`src/rtl/rtlola_sum_monitor.sv`:
```
// Two-stage stream monitor: stage 1 captures a synchronous input event,
// stage 2 evaluates the sum, running sum and previous running sum.
module rtlola_sum_monitor (
    input  logic        clk,
    input  logic        rst,
    input  logic        en,
    input  logic [63:0] input_0,
    input  logic        new_input_0,
    input  logic [63:0] input_1,
    input  logic        new_input_1,
    output logic [63:0] output_0,
    output logic        output_0_aktv,
    output logic [63:0] output_1,
    output logic        output_1_aktv,
    output logic [63:0] output_2,
    output logic        output_2_aktv
);

    logic [63:0] r_a;
    logic [63:0] r_b;
    logic        r_valid1;
    logic [63:0] r_sum;
    logic [63:0] r_out0;
    logic [63:0] r_out1;
    logic [63:0] r_out2;
    logic        r_aktv;

    logic        w_event;
    logic [63:0] w_o0;
    logic [63:0] w_sum_next;

    // An event needs both streams new in the same cycle; lone strobes are dropped.
    assign w_event    = new_input_0 & new_input_1;
    assign w_o0       = r_a + r_b;
    assign w_sum_next = r_sum + w_o0;

    // NOTE: every register here is written with <= so all stage-2 terms read
    // the pre-edge values of stage 1 and S, giving true one-event-per-cycle pipelining.
    always_ff @(posedge clk) begin
        if (rst) begin
            r_a      <= '0;
            r_b      <= '0;
            r_valid1 <= 1'b0;
            r_sum    <= '0;
            r_out0   <= '0;
            r_out1   <= '0;
            r_out2   <= '0;
            r_aktv   <= 1'b0;
        end else if (en) begin
            r_valid1 <= w_event;
            if (w_event) begin
                r_a <= input_0;
                r_b <= input_1;
            end
            r_aktv <= r_valid1;
            if (r_valid1) begin
                r_out0 <= w_o0;
                r_out1 <= w_sum_next;
                r_out2 <= r_sum;
                r_sum  <= w_sum_next;
            end
        end
    end

    assign output_0      = r_out0;
    assign output_1      = r_out1;
    assign output_2      = r_out2;
    assign output_0_aktv = r_aktv;
    assign output_1_aktv = r_aktv;
    assign output_2_aktv = r_aktv;

endmodule

```
`config.mk`:
```
export PLATFORM = sky130hd
export DESIGN_NAME = rtlola_sum_monitor
export DESIGN_NICKNAME = d
export VERILOG_FILES = /design/src/rtl/rtlola_sum_monitor.sv
export SDC_FILE = /design/constraint.sdc
export NUM_CORES = 1
export LEC_CHECK = 0
export CAP_MARGIN = 20
export CORE_MARGIN = 1.5
export CORE_UTILIZATION = 45
export DETAILED_ROUTE_END_ITERATION = 6
export HOLD_SLACK_MARGIN = 0.03
export PLACE_DENSITY = 0.68
export SLEW_MARGIN = 5
export SYNTH_ARGS = -nofsm -noshare
export SYNTH_HDL_FRONTEND = slang
export SYNTH_SLANG_ARGS = --single-unit
```
`constraint.sdc`:
```
create_clock -name clk -period 9.3 [get_ports clk]
set_input_delay 1.395 -clock clk [delete_from_list [all_inputs] [get_ports clk]]
set_output_delay 1.395 -clock clk [all_outputs]
set_load 0.1 [all_outputs]
```
Yosys cells after proc, flatten, opt, wreduce, memory -nomap -nowiden

Index checks and enable logic that the tools add are counted.

Register bits after elaboration: 322
Latch bits: 0
Memory bits (writable): 0
Bits in read-only memories: 0
Input bits: 133
Output and inout bits: 195
Word-level logic and storage cells: 12
Memories kept: 0

$add $sub $neg: 2
Multiply operators: 0
Divide/modulo/power cells: 0
Order comparisons: 0
Equal/unequal tests: 0
Shift operators: 0
Muxes and demuxes: 0
Bitwise gates (word level): 1
Reduce and logical (&&, ||, !) cells: 2

Operators by type and width:

| operator            | count |
|---|---|
| 64-bit adder        | 2 |
| 2-bit AND reduction | 2 |
| 1-bit bitwise AND   | 1 |

Logic depth before layout (Yosys ltp)

Depth in word-level cells: 2
Gate-level depth with buffers: 24
Mapped depth without buffers: 23

Worst setup path before layout

No wires, ideal clock.

Kind: register to register
Start: register r_a[0]
End: register r_out1[58] (netlist: output_1[58])
Setup time: 0.122 ns
Arrival time: 4.872 ns
Required time: 9.178 ns
Setup slack: 4.307 ns
Cell stages (with the launch flop): 22
Path buffers: 0
Period minus slack after synthesis: 4.993 ns
Path through: dfxtp_1 ha_1 inv_1 fa_1 nor2b_1 o2111ai_1 a21o_1 a21boi_0 a31oi_1 o31ai_1 xor2_1 ha_1 nand2_1 or4b_4 or2_0 o22ai_2 a21oi_2 or4b_4 a21oi_4 nor2_2 o2111a_1 a221o_1

Cells in the longest elaborated chain, start to end: 2

Ends and longest elaborated chain:

| what                     | line | text |
|---|---|---|
| start: declaration       | 19   | `logic [63:0] r_a;` |
| start signal: assignment | 52   | `r_a <= input_0;` |
| 64-bit adder             | 34   | `assign w_o0 = r_a + r_b;` |
| via w_o0[22]             | 29   | `logic [63:0] w_o0;` |
| 64-bit adder             | 35   | `assign w_sum_next = r_sum + w_o0;` |
| end signal: assignment   | 58   | `r_out1 <= w_sum_next;` |
| end: declaration         | 24   | `logic [63:0] r_out1;` |

The timed path passes the listed nets, and every way through them passes these cells.
A chain may end at the register's enable or synchronous reset.

Worst setup path after layout

Start: register r_a[1]
End: register r_out1[62] (netlist: output_1[62])

The elaborated chain is that of the path after synthesis.

==> qor.yml <==
finalSetupViolCount: 0
nFillCells: 3913
clock_latency_ns: 0.56
cts_max_path_buffers: 3
synth_area_mm2: 0.01876
yosysSeqAreaShare: 0.3436
cts_sinks: 322
clk_pin_slew_worst_paths_ns: 0.06
synth-edff-count: 0
reg2reg_from: "r_a[1]$_SDFFE_PP0P_"
routed_wl_um: 63060
synth_top_flop_cell: "dfxtp_1"
switching_share: 0.2578
fin_crit_ns: 6.244
endpoint: "output_1[62]$_SDFFE_PP0P_"
pwr-share-clk: 0.452
area.growth.synth_to_final_pct: 23.99
holdWs_ns: 0.4516
chipWidth_um: 207.2
grt_antenna_before_repair: 0
via_per_inst: 5.687
arrival_ns: 6.69
power.switching_uw: 833.3
avgSynthCellArea_um2: 7.451
gp_congestion: 0.9641
fmax_mhz: 160.1
p_leak_uw: 0.009170
post_drt_wl_per_cell_um: 19.20
yosysTopAreaCell: "dfxtp_1"
p_seq_frac: 0.439
num_antenna_cells: 0
power_density_mw_per_mm2: 139.0
synth_cell_types: 77
boundaryPins: 328
vdd_drop_max_mv: 0.1216
rsz0062_at_grt: "false"
track_usage: 0.2840
yosys_warnings: 0
post_cts_resized: 0
tns_ns: 0
initial_core_util: 0.4574
final_common_cell: "nand2_1"
drtAntennaViolNets: 0
routed-via-count: 18677
cts_tree: "done"
finalCritPeriodShare: 0.6714
tightest_slew_ns: 1.152
root_buffer: "clkbuf_16"
synthMuxAreaShare: 0.001667
synth_top_family_by_area: "compound AO/OA/AOI/OAI gates"
rr_endpoint: "output_1[62]$_SDFFE_PP0P_"
core-area_mm2: 0.04102
post_cts_buffers: 0
multi_input_area_mm2: 0.01143
layout-drive-gt1-share: 0.03343
path_class: "register to register"
internal-power_uw: 2400
num-nets-final: 2987
drtIter0Drc: 1509
cts_buffers: 36
relSlewSlack: 0.2253
cp_max_fo: 10
cts_hold_buf: 0
post-route-drc-count: 18
grt-ovfl-total: 0
grt_max_degree: 119
outcome: "complete, but fails checks"
final_max_slew_viol_count: 0
synth_fp_nets: 2779
clock_skew_ns: 0.03244
syn_inst: 2518
violations: "design-rule violations"
grt_pass1_vias: 18002
postSynth.asyncResetShare: 0
setup.worst_path.end_class: "register"
yosys-top-cells-area: "dfxtp_1, nand2_1, a21oi_1, ha_1, xnor2_1"
synthAdderAreaFrac: 0.08616
dp_hpwl_um: 47110
regArea_mm2: 0.006446
pwr-share-comb: 0.110
cp.required_ns: 9.74
synth_xor_area_frac: 0.05275
dieHeight_um: 207.2
reg2reg_slack_ns: 3.06
final_cell_mix: "nand2_1, a21oi_1, clkdlybuf4s50_1"
synthDominantCellAreaShare: 0.3436
synth_simple_gate_area_frac: 0.2172
maxCapViolations: 0
critPathLaunch: "r_a[1]$_SDFFE_PP0P_"
dr.pass1.iters: 7
dieArea_mm2: 0.04293
ys_ff_latch: 322
hp-class: "register to register"
synth_compound_area_frac: 0.2494
r2r_cells: 19
h-tree-depth: 2
startpoint_type: "register"
rows: 74
finalHoldViolCount: 0
io_buffers: 327
grt_pass1_wl_um: 98490
logic make-up (layout without fill, tap and decap cells):
family | count (synthesis) | count (layout)
AND/OR/NAND/NOR | 955 | 955
AO/OA/AOI/OAI | 783 | 783
flip-flops | 322 | 322
buffers and inverters | 214 | 448
adder cells (fa/ha/maj) | 128 | 128
XOR/XNOR | 113 | 113
multiplexers | 3 | 3
cell usage after synthesis, drive strengths merged, types with 34 or more instances:
cell type,n
a21o,83
nand3,34
xor2,36
inv,48
nor2,92
dfxtp,322
clkbuf,148
o21bai,38
nand4,43
xnor2,77
o21ai,93
ha,126
a21oi,433
nand2,662
critical path: stages (launching register included):
cell	delay, ns
dfxtp_1	0.32
ha_1	0.31
a211oi_1	0.27
o21bai_1	0.15
o2111ai_1	0.28
a21oi_1	0.15
o21ai_1	0.46
nor4_1	0.17
o31ai_1	0.99
o21bai_1	0.21
xnor2_1	0.37
ha_1	0.42
a21o_1	0.23
a21oi_1	0.15
nor2_1	0.06
or3_1	0.38
a21o_1	0.24
o21a_2	0.25
or4_1	0.47
a32o_1	0.25
registers in the layout (all words and copies together), names as in the netlist:
name           cells
r_b               64
output_0_aktv      1
output_2          64
output_0          64
output_1          64
r_valid1           1
r_a               64
per-layer routing:
layer | wire length (µm) | up-vias | GRT usage
li1 | - | 9173 | -
met2 | 28940 | 602 | 0.4701
met1 | 28490 | 8792 | 0.3766
met3 | 3740 | 110 | 0.04306
met4 | 1896 | 0 | 0.09888
met5 | 0 | - | 0
cell type report:
type                       instances  share of cell area
sequential                       322              0.2771
inverter                          48            0.007745
timing repair buffer             336              0.1437
clock buffer                      53             0.04502
tap                              532             0.02861
clock inverter                    11            0.006669
multi-input combinational       1982              0.4912
stage by stage:
step | worst slack (ns) | area, µm² | util | total power (µW) | cells
6_report | 3.056 | 23260 | 0.5672 | 3233 | 3284
5_1_grt | 2.763 | 23260 | 0.5672 | 3341 | 3284
4_1_cts | 3.147 | 23260 | 0.5672 | 3259 | 3284
3_5_place_dp | 3.183 | 22060 | 0.5379 | 1798 | 3220
3_3_place_gp | 3.009 | 22060 | 0.5378 | 1795 | 3219
2_1_floorplan | 4.307 | 18760 | - | 1670 | 2518
power groups by stage:
stage	Combinational, µW	Sequential (µW)	Clock (µW)
CTS	352	1420	1490
detailed placement	350	1450	0
floorplan	195	1470	0
global route	382	1420	1540
global placement	348	1450	0
finish	355	1420	1460
worst min-delay path by stage:
stage / start / endpoint / slack [ns] / depth (start not counted)
final: output_2[48]$_SDFFE_PP0P_ / output_2[48]$_SDFFE_PP0P_ / 0.45 / 2
after global placement: output_2[48]$_SDFFE_PP0P_ / output_2[48]$_SDFFE_PP0P_ / 0.44 / 2
after detailed placement: output_0[3]$_SDFFE_PP0P_ / output_0[3]$_SDFFE_PP0P_ / 0.45 / 2
after floorplan: r_b[0]$_SDFFE_PP0P_ / r_b[0]$_SDFFE_PP0P_ / 0.44 / 2
after global routing: output_2[29]$_SDFFE_PP0P_ / output_2[29]$_SDFFE_PP0P_ / 0.47 / 2
after CTS: output_2[23]$_SDFFE_PP0P_ / output_2[23]$_SDFFE_PP0P_ / 0.45 / 2
(Power assumes the default switching activity.)
